[config.mk]
export PLATFORM = sky130hd
export DESIGN_NAME = piece_sequencer
export DESIGN_NICKNAME = d
export VERILOG_FILES = /design/src/rtl/tetris_pkg.sv /design/src/rtl/lfsr16.sv /design/src/rtl/piece_sequencer.sv
export SDC_FILE = /design/constraint.sdc
export NUM_CORES = 1
export LEC_CHECK = 0
export CORE_UTILIZATION = 58
export DETAILED_ROUTE_END_ITERATION = 10
export PLACE_DENSITY = 0.8
export SYNTH_ARGS = -nofsm -noshare
export SYNTH_HDL_FRONTEND = slang
export SYNTH_SLANG_ARGS = --single-unit
[constraint.sdc]
create_clock -name clk -period 3.49 [get_ports clk]
set_clock_uncertainty 0.1 [all_clocks]
set_input_delay 0.698 -clock clk [delete_from_list [all_inputs] [get_ports clk]]
set_output_delay 0.698 -clock clk [all_outputs]
set_load 0.01 [all_outputs]
[src/rtl/tetris_pkg.sv]
// Shared types for the piece sequencer.
//   piece_t      : 3-bit piece code, legal values 0..6
//   NUM_PIECES   : pieces per bag
//   seq_state_t  : FILL (building a bag) / SERVE (handing pieces out)
//   lowest_clear : index of the lowest zero bit of a 7-bit flag vector
package tetris_pkg;

    typedef logic [2:0] piece_t;

    localparam int NUM_PIECES = 7;

    typedef enum logic {
        FILL  = 1'b0,
        SERVE = 1'b1
    } seq_state_t;

    // Priority encoder over ~flags; scanning downward leaves the lowest clear index.
    function automatic piece_t lowest_clear(input logic [6:0] flags);
        piece_t idx;
        idx = 3'd0;
        for (int i = 6; i >= 0; i--) begin
            if (!flags[i]) begin
                idx = i[2:0];
            end else begin
                idx = idx;
            end
        end
        return idx;
    endfunction

endpackage

[src/rtl/lfsr16.sv]
// 16-bit Galois LFSR (right shift, feedback mask 16'hB400).
//   clk, reset   : clock, asynchronous active-high reset (loads SEED_DEFAULT)
//   load         : load load_val instead of stepping this cycle
//   load_val     : new seed; zero is replaced by SEED_DEFAULT (zero is a lock-up state)
//   q            : current LFSR value
module lfsr16 #(
    parameter logic [15:0] SEED_DEFAULT = 16'hACE1
) (
    input  logic        clk,
    input  logic        reset,
    input  logic        load,
    input  logic [15:0] load_val,
    output logic [15:0] q
);

    logic [15:0] q_d;
    logic [15:0] q_q;

    // Next LFSR value: seed load or one Galois step.
    always_comb begin
        q_d = q_q;
        if (load) begin
            q_d = (load_val == 16'h0000) ? SEED_DEFAULT : load_val;
        end else if (q_q[0]) begin
            q_d = (q_q >> 1) ^ 16'hB400;
        end else begin
            q_d = q_q >> 1;
        end
    end

    // LFSR state register.
    always_ff @(posedge clk or posedge reset) begin
        if (reset) begin
            q_q <= SEED_DEFAULT;
        end else begin
            q_q <= q_d;
        end
    end

    assign q = q_q;

endmodule

[src/rtl/piece_sequencer.sv]
// 7-bag randomiser: fills a bag with a permutation of 0..6 by rejection sampling
// LFSR candidates, then serves the bag over a valid/ready handshake and refills.
//   clk, reset     : clock, asynchronous active-high reset
//   seed_load/seed : reseed the LFSR (seed 0 maps to SEED_DEFAULT)
//   flush          : drop the current bag and start a new fill
//   piece_ready    : consumer accepts the presented piece
//   piece_valid    : piece holds a served bag entry
//   piece          : current piece (registered)
//   bag_remaining  : entries not yet served in the current bag
//   filling        : high while building a bag
import tetris_pkg::*;

module piece_sequencer #(
    parameter logic [15:0] SEED_DEFAULT = 16'hACE1,
    parameter int          FILL_TIMEOUT = 64
) (
    input  logic        clk,
    input  logic        reset,
    input  logic        seed_load,
    input  logic [15:0] seed,
    input  logic        flush,
    input  logic        piece_ready,
    output logic        piece_valid,
    output logic [2:0]  piece,
    output logic [2:0]  bag_remaining,
    output logic        filling
);

    localparam int TIMER_W = $clog2(FILL_TIMEOUT) + 1;

    logic [15:0]        lfsr_val;
    logic               lfsr_unused;
    piece_t             cand;
    logic [7:0]         flags_ext;

    seq_state_t         state_d, state_q;
    logic [6:0]         flags_d, flags_q;
    logic [2:0]         wr_cnt_d, wr_cnt_q;
    logic [2:0]         rd_idx_d, rd_idx_q;
    logic [TIMER_W-1:0] timer_d, timer_q;
    piece_t             bag_d [0:NUM_PIECES-1];
    piece_t             bag_q [0:NUM_PIECES-1];
    piece_t             piece_d, piece_q;
    logic               piece_valid_d, piece_valid_q;
    logic [2:0]         bag_remaining_d, bag_remaining_q;
    logic               wr_en;
    piece_t             wr_val;

    lfsr16 #(.SEED_DEFAULT(SEED_DEFAULT)) u_lfsr (
        .clk      (clk),
        .reset    (reset),
        .load     (seed_load),
        .load_val (seed),
        .q        (lfsr_val)
    );

    assign cand        = lfsr_val[2:0];
    assign lfsr_unused = ^lfsr_val[15:3];
    // Bit 7 set so that candidate 7 always reads as "already taken".
    assign flags_ext   = {1'b1, flags_q};

    // Next-state logic for fill, serve and flush.
    always_comb begin
        state_d         = state_q;
        flags_d         = flags_q;
        wr_cnt_d        = wr_cnt_q;
        rd_idx_d        = rd_idx_q;
        timer_d         = timer_q;
        bag_d           = bag_q;
        piece_d         = piece_q;
        piece_valid_d   = piece_valid_q;
        bag_remaining_d = bag_remaining_q;
        wr_en           = 1'b0;
        wr_val          = 3'd0;

        if (flush) begin
            // Flush wins over a simultaneous handshake: the presented piece is dropped.
            state_d         = FILL;
            flags_d         = 7'd0;
            wr_cnt_d        = 3'd0;
            rd_idx_d        = 3'd0;
            timer_d         = '0;
            piece_valid_d   = 1'b0;
            bag_remaining_d = 3'd0;
        end else begin
            case (state_q)
                FILL: begin
                    if (wr_cnt_q == 3'd6) begin
                        wr_en  = 1'b1;
                        wr_val = lowest_clear(flags_q);
                    end else if (timer_q >= TIMER_W'(FILL_TIMEOUT)) begin
                        wr_en  = 1'b1;
                        wr_val = lowest_clear(flags_q);
                    end else if (!flags_ext[cand]) begin
                        wr_en  = 1'b1;
                        wr_val = cand;
                    end else begin
                        timer_d = timer_q + 1'b1;
                    end

                    if (wr_en) begin
                        bag_d[wr_cnt_q] = wr_val;
                        flags_d[wr_val] = 1'b1;
                        wr_cnt_d        = wr_cnt_q + 3'd1;
                        if (wr_cnt_q == 3'd6) begin
                            // Last write completes the bag; bag[0] was written long ago.
                            state_d         = SERVE;
                            rd_idx_d        = 3'd0;
                            bag_remaining_d = 3'd7;
                            piece_d         = bag_q[0];
                            piece_valid_d   = 1'b1;
                            timer_d         = '0;
                        end else begin
                            state_d = FILL;
                        end
                    end else begin
                        wr_cnt_d = wr_cnt_q;
                    end
                end
                SERVE: begin
                    if (piece_valid_q && piece_ready) begin
                        if (rd_idx_q == 3'd6) begin
                            state_d         = FILL;
                            flags_d         = 7'd0;
                            wr_cnt_d        = 3'd0;
                            piece_valid_d   = 1'b0;
                            bag_remaining_d = 3'd0;
                        end else begin
                            rd_idx_d        = rd_idx_q + 3'd1;
                            bag_remaining_d = bag_remaining_q - 3'd1;
                            piece_d         = bag_q[rd_idx_q + 3'd1];
                        end
                    end else begin
                        piece_d = piece_q;
                    end
                end
                default: begin
                    state_d = FILL;
                end
            endcase
        end
    end

    // Sequencer state registers.
    always_ff @(posedge clk or posedge reset) begin
        if (reset) begin
            state_q         <= FILL;
            flags_q         <= 7'd0;
            wr_cnt_q        <= 3'd0;
            rd_idx_q        <= 3'd0;
            timer_q         <= '0;
            piece_q         <= 3'd0;
            piece_valid_q   <= 1'b0;
            bag_remaining_q <= 3'd0;
            for (int i = 0; i < NUM_PIECES; i++) begin
                bag_q[i] <= 3'd0;
            end
        end else begin
            state_q         <= state_d;
            flags_q         <= flags_d;
            wr_cnt_q        <= wr_cnt_d;
            rd_idx_q        <= rd_idx_d;
            timer_q         <= timer_d;
            piece_q         <= piece_d;
            piece_valid_q   <= piece_valid_d;
            bag_remaining_q <= bag_remaining_d;
            bag_q           <= bag_d;
        end
    end

    assign piece_valid   = piece_valid_q;
    assign piece         = piece_q;
    assign bag_remaining = bag_remaining_q;
    assign filling       = (state_q == FILL);

endmodule

==> summary.txt <==
Routed Antenna Nets: 0
nets@finish: 363
Area Overhead vs Synth: 15.3%
leakage power: 1.78 nW
top-count cell post-synth: dfrtp_1
area leader, netlist: dfrtp_1
most frequent cells after synthesis: 57 x dfrtp_1, 36 x mux2_2, 28 x nand2_1, 15 x o21ai_0
die height: 79.1 um
CTS H-tree depth: 3
Setup Crit Path Kind: flop to flop
FMAX: 0.358 GHz
initial cell density of the core: 0.615
All-Layer GR Usage: 0.249
CP Launch Point: u_lfsr.q[0]$_DFF_PP1_
HPWL Detailed: 5.00 mm
TritonRoute pass-1 iters: 4
CTS tree: yes
final instance count without filler cells: 412
die width: 79.1 um
Yosys reg bits: 65
Slew Limit Fails: 0
max-cap viol count: 0
CP required: 3.62 ns
detailed-route wire length per cell: 16.9 um
crit path DAT: 2.92 ns
Setup-failing EPs final: 0
largest net degree at the start of global routing: 34
Worst Setup Start Kind: flop
Core Box Area: 5610 um^2
grt total ovfl: 0
number of synthesized flops with an enable pin: 0
reg2reg start: u_lfsr.q[0]$_DFF_PP1_
number of global-route vias before repair: 2453
FP Rows: 27
Yosys Warn Count: 0
worst reg2reg setup slack: 0.70 ns
via count: 2464
asr flop ratio synth: 1.00
Max Buffers Root-to-Sink: 2
Final Util: 0.709
Via density: 5.98
crit share post-route: 0.800
synthesized area: 3450 um^2
share of cells above drive strength 1: 0.226
worst slew pin tran: 0.779 ns
HP Class: flop to flop
Reg-to-Reg End: wr_cnt_q[1]$_DFFE_PP0P_
number of port buffers: 28
Post-route DRC: 0
Final Hold Vio Count: 0
I/O Pins: 29
TritonCTS Buffers: 9
clk slew on worst S/H paths: 0.07 ns
total power draw: 2.21 mW
unrepaired setup endpoints after global routing: no
placed insts: 396
Rel. slew slack: 0.481
final wirelength: 6.95 mm
global-route wire length before repair: 12.0 mm
register area share after synthesis: 0.475
Die ar.: 6260 um^2
Critical path destination: wr_cnt_q[1]$_DFFE_PP0P_
cell depth of the worst flop-to-flop path: 5
DR iter-0 viols: 141
Avg Synthesized Cell Area: 11.1 um^2
fin crit period: 2.79 ns
Mapped Cells: 310
routability-driven placement congestion ratio: 0.822
Max Fanout on Critical Path: 20
root buffer cell: clkbuf_8
setup_tns: 0 ns
Hold Buf Count CTS: 0
Synth Flop Type: dfrtp_1
VDD IR-drop max: 0.000342 V
clk sinks: 65
power density over the cells: 555 nW/um^2
status: completed
Post-CTS Resized: 0
share of the synthesized area in the top cell type: 0.414
initial antenna violation count: 0
ranking of synthesized cells by area: dfrtp_1 41%, mux2_2 12%, dfstp_2 6.1%, nand2_1 3.0%, ha_1 2.5%
Critical Path End Type: flop
synth unique cells: 52
postcts setup bufs: 0
# diodes: 0
# fillers: 419
syn nets: 338
worst skew pair latency: 0.34 ns
[sequential cells by signal, indices dropped and copies added, names as in the netlist]
register / cells
bag_q: 21
bag_remaining: 3
flags_q: 7
piece: 3
piece_valid: 1
rd_idx_q: 3
state_q: 1
timer_q: 7
u_lfsr.q: 16
wr_cnt_q: 3
[area by class of cell]
type | instances | area (um^2) | area share
Multi-Input combinational cell | 214 | 1660 | 0.418
Clock inverter | 3 | 65.1 | 0.0164
Clock buffer | 13 | 149 | 0.0375
Timing Repair Buffer | 32 | 323 | 0.0812
Inverter | 13 | 48.8 | 0.0123
Sequential cell | 65 | 1640 | 0.412
Tap cell | 72 | 90.1 | 0.0227
[layer usage]
metal / part of all wire / vias up / global-route usage / wire, um
li1: - / 1178 / - / -
met1: 0.46 / 1219 / 0.349 / 3230
met4: 0.013 / 0 / 0.0818 / 92
met3: 0.042 / 8 / 0.0529 / 291
met2: 0.48 / 59 / 0.387 / 3340
met5: 0 / - / 0 / 0
[power by group]
group | switching (mW) | internal (mW) | leakage (nW)
clock | 0.273 | 0.422 | 0.108
combinational | 0.228 | 0.269 | 0.831
sequential | 0.109 | 0.906 | 0.838
total | 0.610 | 1.60 | 1.78
[logic make-up (layout without fill, tap and decap cells)]
kind of cell    after synthesis  after routing  synth area share
mux                          45             45             0.156
compound gates               74             74             0.166
flops                        65             65             0.475
xor+xnor                      4              4            0.0102
simple gates                 84             84             0.125
buf+inv                      31             61            0.0432
fa+ha+maj                     7              7            0.0254
[layout by cell type, fill, tap and decap left out, types with 2 or more instances in the layout]
cell,Yosys,final
nor2b_1,7,7
a21o_1,6,6
o21ai_0,15,15
nand2b_1,5,5
dfstp_2,8,8
bufinv_16,0,2
o41ai_2,4,4
mux4_2,3,3
xnor2_1,2,2
a22oi_1,2,2
clkbuf_1,11,3
nor2_1,13,13
nor3b_1,2,2
nor4_1,4,4
mux2i_1,5,5
inv_1,13,12
nor3_1,4,4
ha_1,7,7
nand2_1,28,28
and2_1,3,3
clkbuf_8,0,10
dfrtp_1,57,57
nand3b_1,4,4
clkdlybuf4s50_1,0,28
o41ai_1,3,3
buf_4,2,3
xor2_1,2,2
mux2_2,36,36
and3_1,3,3
nand3_1,6,6
a21oi_1,8,8
a31oi_1,11,11
o22a_1,8,8
a22o_1,4,4
[worst max-delay path, stage by stage, from the launching register on]
cell,delay (ns)
dfstp_2,0.66
inv_1,0.09
a211o_1,0.30
a21oi_2,0.64
a22o_1,0.51
mux2_2,0.38
[worst min path at each step]
stage | startpoint | endpoint | slack (ns) | cells after the start
after detailed placement | u_lfsr.q[8]$_DFF_PP0_ | u_lfsr.q[7]$_DFF_PP1_ | 0.37 | 1
after global routing | u_lfsr.q[8]$_DFF_PP0_ | u_lfsr.q[7]$_DFF_PP1_ | 0.40 | 1
after floorplan | u_lfsr.q[12]$_DFF_PP0_ | u_lfsr.q[11]$_DFF_PP1_ | 0.35 | 1
final | u_lfsr.q[4]$_DFF_PP0_ | u_lfsr.q[3]$_DFF_PP0_ | 0.38 | 1
after CTS | u_lfsr.q[8]$_DFF_PP0_ | u_lfsr.q[7]$_DFF_PP1_ | 0.38 | 1
after global placement | u_lfsr.q[8]$_DFF_PP0_ | u_lfsr.q[7]$_DFF_PP1_ | 0.36 | 1
[per-stage QoR]
step	cell area, um^2	worst slack, ns	hold slack, ns
after global routing	3980	0.496	0.399
after CTS	3980	0.681	0.381
after detailed placement	3760	0.698	0.365
final	3980	0.697	0.382
after floorplan	3450	0.856	0.350
after global placement	3760	0.768	0.362
(Power assumes the default switching activity.)
==> RTL edit 1, RTL diff (same flow settings) <==
Reset style: synchronous (`reset`), changed in 2 clocked blocks. Comments in the files are not updated.
--- a/src/rtl/lfsr16.sv
+++ b/src/rtl/lfsr16.sv
@@ -29,7 +29,7 @@
     end
 
     // LFSR state register.
-    always_ff @(posedge clk or posedge reset) begin
+    always_ff @(posedge clk) begin
         if (reset) begin
             q_q <= SEED_DEFAULT;
         end else begin
--- a/src/rtl/piece_sequencer.sv
+++ b/src/rtl/piece_sequencer.sv
@@ -142,7 +142,7 @@
     end
 
     // Sequencer state registers.
-    always_ff @(posedge clk or posedge reset) begin
+    always_ff @(posedge clk) begin
         if (reset) begin
             state_q         <= FILL;
             flags_q         <= 7'd0;
Check against the original RTL: not equivalent (a bounded check fails within 10 cycles, from zero or initial values and one cycle with reset high; the reset may be asserted at any time).
==> RTL edit 1 against the original RTL <==
Worst hold slack lost 0.016 ns. Non-clock buffer count grew 1. Worst setup slack gained 0.0041 ns. Via count grew 15%. Routed wire length grew 2.9%. Synthesized cell count grew 17%. Area after synthesis shrank 6.6%. Maximum frequency grew 0.15%. Final area shrank 7.1%. Sequential cell count is the same. Die area shrank 6.4%. Largest cell class unchanged.
Power is not compared: it rests on default switching activity, and its combinational part moved more than twofold at a synthesized area within 25%.
==> RTL edit 1: results (changes against the original RTL) <==
Status
  – Status: finished clean (unchanged)

GRT
  – Grt met2 use: 0.433 (was 0.387)
  – First-pass GRT wire length: 12200 microns (was 12000 microns)
  – M1 GR Usage: 0.323 (was 0.349)
  – GRT Total Usage: 0.262 (was 0.249)
  – Met3 Track Usage GR: 0.0802 (was 0.0529)

Placement
  – Pre-CTS setup slack: 0.702 ns (was 0.698 ns)
  – GPL Wtd Cong: 0.816 (was 0.822)
  – DP HPWL: 5060 microns (was 5000 microns)

Route
  – Post-Route WL: 7150 microns (was 6950 microns)
  – Met2 wire length: 3370 microns (was 3340 microns)
  – DRT Pass-1 Iters: 5 (was 4)
  – WL met1: 3170 microns (was 3230 microns)
  – Average via count per standard cell: 6.17 (was 5.98)
  – Iteration-0 DRC Markers: 149 (was 141)

Final layout
  – Number of buffers outside the clock class in the layout: 33 (was 32)
  – Clock network contribution to total cell area: 0.0477 (was 0.0538)
  – Fill cell count: 441 (was 419)
  – Multi-input logic area: 1780 sq um (was 1660 sq um)
  – Comb_multi_in: 268 (was 214)
  – Non-clock inverters: 9 (was 13)
  – Non-clock buffers, area share: 0.0860 (was 0.0812)
  – Clkbuf count: 11 (was 13)
  – Sequential share of cell area: 0.352 (was 0.412)
  – NumNets Final: 414 (was 363)
  – Ant. Diodes: 0 (unchanged)

Power and ir drop
  – Top power group: registers

Synthesis
  – Post-synthesis mux area share: 0.0695 (was 0.156)
  – Count of cell types in the netlist: 54 (was 52)
  – Post-Synth XOR/XNOR Area: 0.0190 (was 0.0102)
  – Async S/R FF share, synth: 0 (was 1.00)
  – Seq/Total Area, Yosys: 0.404 (was 0.475)
  – Ranking of synthesized cells by area: dfxtp_1, a21oi_1, mux2i_1, nor2_1, a311oi_1 (was dfrtp_1, mux2_2, dfstp_2, nand2_1, ha_1)
  – Synth cell count leaders: dfxtp_1, a21oi_1, nor2_1 (was dfrtp_1, mux2_2, nand2_1)

Setup path
  – Slowest stage delay, CP: 0.62 ns (was 0.66 ns)
  – Top Family by Delay on Critical Path: buffers and inverters (was compound AO/OA/AOI/OAI gates)
  – Crit Path Max Fanout: 16 (was 20)
  – Slowest CP cell: dfxtp_1 (was dfstp_2)

STA
  – Worst slew pin tran: 1.03 ns (was 0.779 ns)
-- RTL edit 1: per-stage QoR --
stage / instances / hold slack [ns] / power, W / utilization
after floorplan: 363 / 0.333 / 0.000921 / -
after global placement: 445 / 0.340 / 0.000970 / 0.672
after detailed placement: 445 / 0.355 / 0.000975 / 0.672
after CTS: 460 / 0.371 / 0.00156 / 0.705
after global routing: 460 / 0.397 / 0.00161 / 0.705
final: 460 / 0.366 / 0.00155 / 0.705
-- RTL edit 1: path summary, 6_finish.rpt --
kind | slack [ns] | depth (start not counted) | end | start
setup reg to reg | 0.73 | 5 | bag_q[9] | u_lfsr.q[0]
hold reg to reg | 0.37 | 2 | u_lfsr.q[6] | u_lfsr.q[7]
setup / recovery | 0.70 | 2 | filling | state_q
hold / removal | 0.37 | 2 | u_lfsr.q[6] | u_lfsr.q[7]
==> RTL edit 2, RTL diff (same settings) <==
Without the edit above. `NUM_PIECES`: 7 -> 6.
--- a/src/rtl/tetris_pkg.sv
+++ b/src/rtl/tetris_pkg.sv
@@ -7,7 +7,7 @@
 
     typedef logic [2:0] piece_t;
 
-    localparam int NUM_PIECES = 7;
+    localparam int NUM_PIECES = 6;
 
     typedef enum logic {
         FILL  = 1'b0,
Behaviour: no difference found for any inputs over 4 cycles, from zero or initial values and one cycle with reset high; that may be too few to reach the edited logic, so the function may still have changed.
==> RTL edit 2 against the original RTL <==
Final area is 6.9% lower. Area after synthesis is 7.5% lower. Total power is 2.5% higher. Sequential cell count is 3 lower. Routed wire length is 5.6% lower. Sequential power is 4% higher. Worst setup slack better by 0.23 ns. Largest power group unchanged.
==> RTL edit 2: results (changes against the original RTL) <==
Synthesis
  – Synth cell count leaders: dfrtp_1, nand2_1, mux2_2 (was dfrtp_1, mux2_2, nand2_1)
  – Count of cell types in the netlist: 49 (was 52)
  – Seq/Total Area, Yosys: 0.490 (was 0.475)
  – Ranking of synthesized cells by area: dfrtp_1, mux2_2, dfstp_2, nand2_1, mux2i_1 (was dfrtp_1, mux2_2, dfstp_2, nand2_1, ha_1)
  – Syn Nets: 313 (was 338)
  – Synth Warn #: 0 (unchanged)

Clock network
  – Post-CTS sizing: 0 (unchanged)
  – H-tree depth: 3 (unchanged)
  – Post-CTS setup buffers: 0 (unchanged)
  – TritonCTS Buffers: 9 (unchanged)
  – Clock tree buffer depth: 2 (unchanged)
  – Hold-fix buffers at CTS: 0 (unchanged)
  – Clk root buf: clkbuf_8 (unchanged)
  – Clock transition at path regs: 0.07 ns (about the same)

STA
  – Worst slew pin tran: 0.661 ns (was 0.779 ns)

Final layout
  – Largest reg by FF count: bag_q (unchanged)
  – NumNets Final: 343 (was 363)
  – Fraction of layout cells with a size suffix above 1: 0.208 (was 0.226)
  – Max FFs per register: 18 (was 21)

Setup path
  – Crit Path Max Fanout: 7 (was 20)
  – Critical Path AT: 2.69 ns (was 2.92 ns)
  – FF-to-FF path depth: 8 (was 5)

Floorplan
  – Core Area: 5200 sq um (was 5610 sq um)

GRT
  – Vias in the first global route: 2346 (was 2453)
  – First-pass GRT wire length: 11200 microns (was 12000 microns)
  – Initial antenna violation count: 0 (unchanged)
  – Pin count of the biggest net entering global routing: 27 (was 34)
  – GRT Total Usage: 0.252 (was 0.249)

Route
  – Iteration-0 DRC Markers: 179 (was 141)
  – Via count: 2384 (was 2464)
  – DR WL/cell: 16.9 microns (about the same)
  – DRT Pass-1 Iters: 4 (unchanged)

Min path
  – Tightest Hold Check Type: reg -> reg (unchanged)

Placement
  – Post-DP Area: 3530 sq um (was 3760 sq um)
  – GPL Wtd Cong: 0.786 (was 0.822)
  – DP HPWL: 4660 microns (was 5000 microns)

Power and ir drop
  – Worst vdd ir: 0.000378 V (was 0.000342 V)
  – Static leakage: 1.62 nW (was 1.78 nW)
  – Net Sw Power: 0.000703 W (was 0.000610 W)

Status
  – Status: finished clean (unchanged)
RTL edit 2: changes by cell type after synthesis, moves of 5 or more:
cell,before,now
a31oi_1,11,4
mux2_2,36,22
mux2_4,1,6
a32o_1,1,6
nor2_1,13,20
RTL edit 2: cell type report:
class	instances	area (sq um)
sequential	62	1560
multi-input combinational	197	1510
fill	382	1510
timing repair buffer	33	318
clock buffer	13	169
tap	70	87.6
inverter	12	45.0
clock inverter	1	5.00
RTL edit 2: logic make-up (layout without fill, tap and decap cells):
family,Yosys count,count (layout),share of synthesized area
mux,41,41,0.162
simple gates,76,76,0.118
compound gates,69,69,0.156
flops,62,62,0.490
buf+inv,26,59,0.0357
xor+xnor,4,4,0.0110
fa+ha+maj,7,7,0.0275
RTL edit 2: per-layer routing:
| metal | vias up | global-route usage | part of all wire |
|---|---|---|---|
| met5 | - | 0 | 0 |
| met4 | 0 | 0.140 | 0.031 |
| met3 | 19 | 0.0467 | 0.040 |
| met2 | 71 | 0.407 | 0.49 |
| met1 | 1178 | 0.322 | 0.44 |
| li1 | 1116 | - | - |
RTL edit 2: final timing paths:
| kind | start | to | slack (ns) |
|---|---|---|---|
| worst max-delay path | wr_cnt_q[0] | flags_q[1] | 0.93 |
| min in group asynchronous | reset | timer_q[4] | 0.61 |
| worst min-delay path | u_lfsr.q[4] | u_lfsr.q[3] | 0.38 |
| worst max register to register | wr_cnt_q[0] | flags_q[1] | 0.93 |
| max in group asynchronous | reset | u_lfsr.q[10] | 1.97 |
| worst min register to register | u_lfsr.q[4] | u_lfsr.q[3] | 0.38 |
RTL edit 2: worst max-delay path, stage by stage (launching register included):
cell and delay [ns]:
dfrtp_1 0.45, inv_1 0.13, ha_1 0.28, a21oi_1 0.37
nand2_1 0.11, o2bb2ai_1 0.45, buf_4 0.24, nor2_1 0.05
a32o_1 0.26
RTL edit 2: power by group through the flow:
stage          Clock (W)  Sequential (W)  Combinational (W)
3_3_place_gp           0         0.00105           0.000614
5_1_grt         0.000602         0.00108           0.000702
6_report        0.000565         0.00105           0.000643
2_1_floorplan          0         0.00101           0.000478
3_5_place_dp           0         0.00106           0.000640
4_1_cts         0.000570         0.00105           0.000645
RTL edit 2: metrics by stage:
step           hold slack [ns]  total power, W  std cells  setup slack [ns]  utilization
2_1_floorplan            0.350         0.00149        285              1.16            -
3_3_place_gp             0.360         0.00167        374             0.675        0.677
3_5_place_dp             0.361         0.00170        374             0.656        0.677
4_1_cts                  0.381         0.00227        388             0.911        0.711
5_1_grt                  0.388         0.00238        388             0.674        0.711
6_report                 0.375         0.00226        388             0.931        0.711
